$ cat config.mk
export PLATFORM = sky130hd
export DESIGN_NAME = triumph_regfile_sb
export DESIGN_NICKNAME = d
export VERILOG_FILES = /design/src/rtl/triumph_rf_pkg.sv /design/src/rtl/triumph_rf_read_port.sv /design/src/rtl/triumph_regfile_sb.sv
export SDC_FILE = /design/constraint.sdc
export NUM_CORES = 2
export LEC_CHECK = 0
export CORE_ASPECT_RATIO = 0.6
export CORE_MARGIN = 8
export CORE_UTILIZATION = 40
export DETAILED_ROUTE_END_ITERATION = 10
export SETUP_SLACK_MARGIN = 0.05
export SYNTH_ARGS = -nofsm -noshare
export SYNTH_HDL_FRONTEND = slang
export SYNTH_SLANG_ARGS = --single-unit
$ cat constraint.sdc
create_clock -name clk_i -period 7.2 [get_ports clk_i]
set_input_delay 1.08 -clock clk_i [delete_from_list [all_inputs] [get_ports clk_i]]
set_output_delay 1.08 -clock clk_i [all_outputs]
set_load 0.05 [all_outputs]
$ cat src/rtl/triumph_rf_pkg.sv
// Shared constants and helpers for the Triumph integer register file.
package triumph_rf_pkg;

    localparam int DEF_DATA_W   = 32;
    localparam int DEF_NUM_REGS = 32;
    localparam int DEF_NUM_RD   = 2;
    localparam int ZERO_IDX     = 0;

    // Address width for a given register count; never below one bit.
    function automatic int calc_aw(input int num_regs);
        return (num_regs < 2) ? 1 : $clog2(num_regs);
    endfunction

endpackage

$ cat src/rtl/triumph_rf_read_port.sv
// One combinational read port: zero-register mux, optional write-back bypass, stall flag.
// Bypass is enabled by defining TRIUMPH_RF_BYPASS_EN.
module triumph_rf_read_port
    import triumph_rf_pkg::*;
#(
    parameter int  DATA_W   = DEF_DATA_W,
    parameter int  NUM_REGS = DEF_NUM_REGS,
    parameter bit  ZERO_REG = 1'b1,
    localparam int AW       = calc_aw(NUM_REGS)
) (
    input  logic [AW-1:0]                    addr,
    input  logic [NUM_REGS-1:0][DATA_W-1:0]  regs,
    input  logic [NUM_REGS-1:0]              busy,
    input  logic                             wb_valid,
    input  logic [AW-1:0]                    wb_addr,
    input  logic [DATA_W-1:0]                wb_data,
    output logic [DATA_W-1:0]                data,
    output logic                             stall
);

`ifdef TRIUMPH_RF_BYPASS_EN
    localparam bit BYPASS = 1'b1;
`else
    localparam bit BYPASS = 1'b0;
`endif

    localparam logic [AW-1:0] ZERO_ADDR = AW'(ZERO_IDX);

    logic is_zero;
    logic hit;

    assign is_zero = ZERO_REG && (addr == ZERO_ADDR);
    assign hit     = BYPASS && wb_valid && (wb_addr == addr) && !is_zero;

    assign data  = is_zero ? '0 : (hit ? wb_data : regs[addr]);
    assign stall = busy[addr] && !hit;

endmodule

$ cat src/rtl/triumph_regfile_sb.sv
// Parametrised register file with N read ports, one write-back port and a pending-write scoreboard.
// Optional same-cycle write-to-read bypass is enabled by defining TRIUMPH_RF_BYPASS_EN.
module triumph_regfile_sb
    import triumph_rf_pkg::*;
#(
    parameter int  DATA_W   = DEF_DATA_W,
    parameter int  NUM_REGS = DEF_NUM_REGS,
    parameter int  NUM_RD   = DEF_NUM_RD,
    parameter bit  ZERO_REG = 1'b1,
    localparam int AW       = calc_aw(NUM_REGS)
) (
    input  logic                      clk_i,
    input  logic                      rst_ni,
    input  logic [NUM_RD*AW-1:0]      rd_addr_i,
    output logic [NUM_RD*DATA_W-1:0]  rd_data_o,
    output logic [NUM_RD-1:0]         rd_stall_o,
    input  logic                      rsv_valid_i,
    input  logic [AW-1:0]             rsv_addr_i,
    output logic                      rsv_ready_o,
    input  logic                      wb_valid_i,
    input  logic [AW-1:0]             wb_addr_i,
    input  logic [DATA_W-1:0]         wb_data_i,
    input  logic                      flush_i,
    output logic [NUM_REGS-1:0]       busy_o,
    output logic [AW:0]               busy_cnt_o
);

    localparam logic [AW-1:0] ZERO_ADDR = AW'(ZERO_IDX);

    logic [NUM_REGS-1:0][DATA_W-1:0] regs_q;
    logic [NUM_REGS-1:0]             busy_q, busy_d;
    logic [AW:0]                     cnt_q, cnt_d;

    logic wb_we;
    logic rsv_set;
    logic wb_clr;

    assign wb_we       = wb_valid_i && !(ZERO_REG && wb_addr_i == ZERO_ADDR);
    // Ready looks only at pre-edge busy, so a same-cycle write-back never unblocks a WAW.
    assign rsv_ready_o = rsv_valid_i && !busy_q[rsv_addr_i] && !flush_i;
    assign rsv_set     = rsv_ready_o && !(ZERO_REG && rsv_addr_i == ZERO_ADDR);
    assign wb_clr      = wb_valid_i && busy_q[wb_addr_i];

    // NOTE: every storage word is reset (flops, not RAM) so reads show 0 while rst_ni is low.
    // NOTE: sequential state uses non-blocking assignments so all flops update together at the edge.
    always_ff @(posedge clk_i or negedge rst_ni) begin
        if (!rst_ni) begin
            regs_q <= '0;
        end else if (wb_we) begin
            regs_q[wb_addr_i] <= wb_data_i;
        end
    end

    // NOTE: busy_d starts as a copy of busy_q so no path leaves it unassigned (no latch).
    always_comb begin
        busy_d = busy_q;
        if (flush_i) begin
            busy_d = '0;
        end else begin
            if (wb_valid_i) busy_d[wb_addr_i] = 1'b0;
            if (rsv_set)    busy_d[rsv_addr_i] = 1'b1;
        end
    end

    // A set and a clear in the same cycle always hit different registers, so they cancel.
    always_comb begin
        cnt_d = cnt_q;
        if (flush_i) begin
            cnt_d = '0;
        end else if (rsv_set && !wb_clr) begin
            cnt_d = cnt_q + (AW+1)'(1);
        end else if (!rsv_set && wb_clr) begin
            cnt_d = cnt_q - (AW+1)'(1);
        end
    end

    always_ff @(posedge clk_i or negedge rst_ni) begin
        if (!rst_ni) begin
            busy_q <= '0;
            cnt_q  <= '0;
        end else begin
            busy_q <= busy_d;
            cnt_q  <= cnt_d;
        end
    end

    assign busy_o     = busy_q;
    assign busy_cnt_o = cnt_q;

    for (genvar k = 0; k < NUM_RD; k++) begin : g_rd
        triumph_rf_read_port #(
            .DATA_W   (DATA_W),
            .NUM_REGS (NUM_REGS),
            .ZERO_REG (ZERO_REG)
        ) u_rd (
            .addr     (rd_addr_i[k*AW +: AW]),
            .regs     (regs_q),
            .busy     (busy_q),
            .wb_valid (wb_valid_i),
            .wb_addr  (wb_addr_i),
            .wb_data  (wb_data_i),
            .data     (rd_data_o[k*DATA_W +: DATA_W]),
            .stall    (rd_stall_o[k])
        );
    end

endmodule

==> summary.md <==
| Metric | Value |
|---|---|
| Status | completed |
| Worst reg2reg setup slack | 3.61 ns |
| Final WL | 186 mm |
| Async SR Flop Fraction | 100% |
| Unique masters post-synth | 61 |
| Synth Register Bits | 1062 |
| Ports | 162 |
| Post-synthesis cell count | 3765 |
| GRT met2 Usage | 36.1% |
| Drt drc | 0 |
| Reg-to-Reg End | busy_cnt_o[5] |
| Crit path launch type | input port |
| Clk Tree Root Cell | clkbuf_16 |
| Critical path data required time | 6.12 ns |
| Sequential element share of the synthesized area | 46.5% |
| Synthesis-to-layout area growth | 12.5% |
| Initial antenna violation count | 7 |
| Final period utilization | 80.4% |
| Drt wl/cell | 32.7 um |
| Flop pwr share | 44.2% |
| Pin slew with the least headroom to its limit | 1.33 ns |
| Synthesis warning total | 0 |
| Chip height | 309 um |
| Global routing's busiest layer | met2 |
| Post-cts resize count | 0 |
| Max Fanout on Critical Path | 48 |
| Syn Nets | 3827 |
| CP arrival | 4.71 ns |
| Die width | 504 um |
| Fin crit period | 5.79 ns |
| Num CTS Buffers | 106 |
| Mapped Area | 0.0572 mm2 |
| Routability congestion estimate | 0.850 |
| Final Setup Violations | 0 |
| Most frequent cells in the layout | dfrtp_1 (1062), mux2_2 (1027), mux4_2 (544), mux2i_1 (202), clkdlybuf4s50_1 (150) |
| Setup crit end kind | output pin |
| Commonest non-fill, non-tap cell in the layout | dfrtp_1 |
| CTS tree | done |
| Total of max-cap violations | 0 |
| All-Layer GR Usage | 23.6% |
| Clock Path Buffers | 3 |
| Postcts setup bufs | 0 |
| Clk sinks | 1062 |
| Critical R2R Launch | busy_o[31] |
| Final Hold Fails | 0 |
| Final setup skew | 0.0131 ns |
| Clock Pin Slew Worst Setup and Hold Paths | 0.06 ns |
| H-tree depth | 3 |
| Max VDD drop | 0.000196 V |
| Via Count | 35800 |
| Max frequency | 173 MHz |
| Vias per cell | 6.27 |
| Clock power share | 33.1% |
| NetSw | 5.10 mW |
| Remaining antenna violation count | 0 |
| Buffers on Ports | 161 |
| Non-filler instance count after layout | 5701 |
| Share of post-route cells with drive strength above 1 | 50.5% |
| Placeable core area | 0.142 mm2 |
| Number of flops mapped to enable cells by yosys | 0 |
| Largest net degree at the start of global routing | 161 |
| Internal power | 12.7 mW |
| Crit Path Category | in -> out |
| Fill count | 12500 |
| Fin. max-slew vios | 0 |
| R2r worst-path depth | 14 |
| Layout net count | 3767 |
| Final Power | 17.8 mW |
| Combinational power share | 22.7% |
| CTS Hold Buffers Added | 0 |
| Setup_tns | 0 ns |
| Routing usage on met1 | 34.5% |
| RSZ-0062 raised after global routing | no |
| Met3 usage in global routing | 4.95% |
| Cell Rows | 107 |
| Top_reg_cell synth | dfrtp_1 |
| Static leakage | 27.4 nW |
| Sw frac | 28.7% |
| Initial cell density of the core | 40.3% |
| First-pass GRT wire length | 273 mm |
| PD cells | 276 mW/mm2 |
| Clk_lat worst skew | 0.74 ns |
| Pre-antenna DRT Iters | 6 |
| Inst Count DP | 5504 |
| HP Class | in -> async |
| Die area | 0.156 mm2 |
| Vias in the first global route | 36300 |
| Total gr overflow | 0 |
| First DRT Iteration DRCs | 3209 |
| Dpl hpwl | 109 mm |
| Max transition margin | 11.3% |
| Avg Cell Area, Syn | 15.2 um2 |
[power by group through the flow]
| stage | clock network [mW] | logic [mW] | registers [mW] |
|---|---|---|---|
| after floorplan | 0 | 2.99 | 7.68 |
| after global placement | 0 | 3.98 | 7.90 |
| after detailed placement | 0 | 4.04 | 7.94 |
| after CTS | 5.99 | 4.05 | 7.84 |
| after global routing | 6.24 | 4.26 | 8.02 |
| final | 5.89 | 4.03 | 7.86 |
[Yosys cell counts (14+ instances only)]
master    instances  area, um2
dfrtp_1        1062      26600
mux2_2         1027      11600
mux4_2          544      12300
clkbuf_1        271       1020
mux2i_1         202       2020
nor2_1          102        383
a21oi_1          94        470
buf_2            87        435
buf_1            54        203
o22ai_1          43        269
nor3_1           38        190
o221ai_1         29        254
nand2_1          24       90.1
a211o_1          21        184
buf_4            17        128
nand3_1          16       80.1
inv_1            14       52.6
[worst max-delay path by stage]
stage	to	slack (ns)	start	depth (start not counted)
final	rd_data_o[30]	1.41	rd_addr_i[0]	7
after detailed placement	rd_data_o[30]	1.44	rd_addr_i[0]	7
after global placement	rd_data_o[30]	1.41	rd_addr_i[0]	7
after CTS	rd_data_o[30]	1.44	rd_addr_i[0]	7
after floorplan	rd_data_o[12]	2.62	rd_addr_i[1]	8
after global routing	rd_data_o[30]	1.37	rd_addr_i[0]	7
[critical path: stages]
cell and delay, ns:
buf_8 0.41, buf_4 0.62, mux4_2 0.58, mux2_2 0.30, a221oi_1 0.53, nor3_1 0.22, clkdlybuf4s50_1 0.82
[cells by family (layout without fill, tap and decap cells)]
kind of cell	after synthesis	after routing	synth area share, %
mux	1773	1773	45.2
buf+inv	447	473	3.27
simple gates	232	232	2.04
fa+ha+maj	5	5	0.123
compound gates	243	243	2.85
flops	1062	1062	46.5
other cells	0	3	0
xor+xnor	3	3	0.0460
[cell type report]
cell class	instances	area, um2	area share, %
tap	1907	2390	3.71
sequential	1062	26600	41.3
timing repair buffer	263	2720	4.23
inverter	16	63.8	0.0992
antenna	3	7.51	0.0117
multi-input combinational	2256	29000	45.0
clock buffer	155	3120	4.85
clock inverter	39	505	0.786
[stage by stage]
stage	cell area, um2	hold WS [ns]	utilization (%)	worst slack (ns)
global route	64300	0.407	45.3	1.37
detailed placement	60700	0.386	42.8	1.44
CTS	64300	0.384	45.3	1.44
finish	64300	0.372	45.3	1.41
floorplan	57200	0.441	-	2.62
global placement	60700	0.381	42.8	1.41
[registers in the layout (all words and copies together) (netlist names)]
register / cells
busy_o: 32
regs_q: 1024
busy_cnt_o: 6
[layer usage]
layer	part of all wire [%]	vias up	wire length [um]
met2	45	1214	84500
met4	3.0	4	5530
met5	0.015	-	27
li1	-	14500	-
met3	6.5	323	12100
met1	45	19700	84000
No activity file was read; power rests on OpenSTA's default activity.
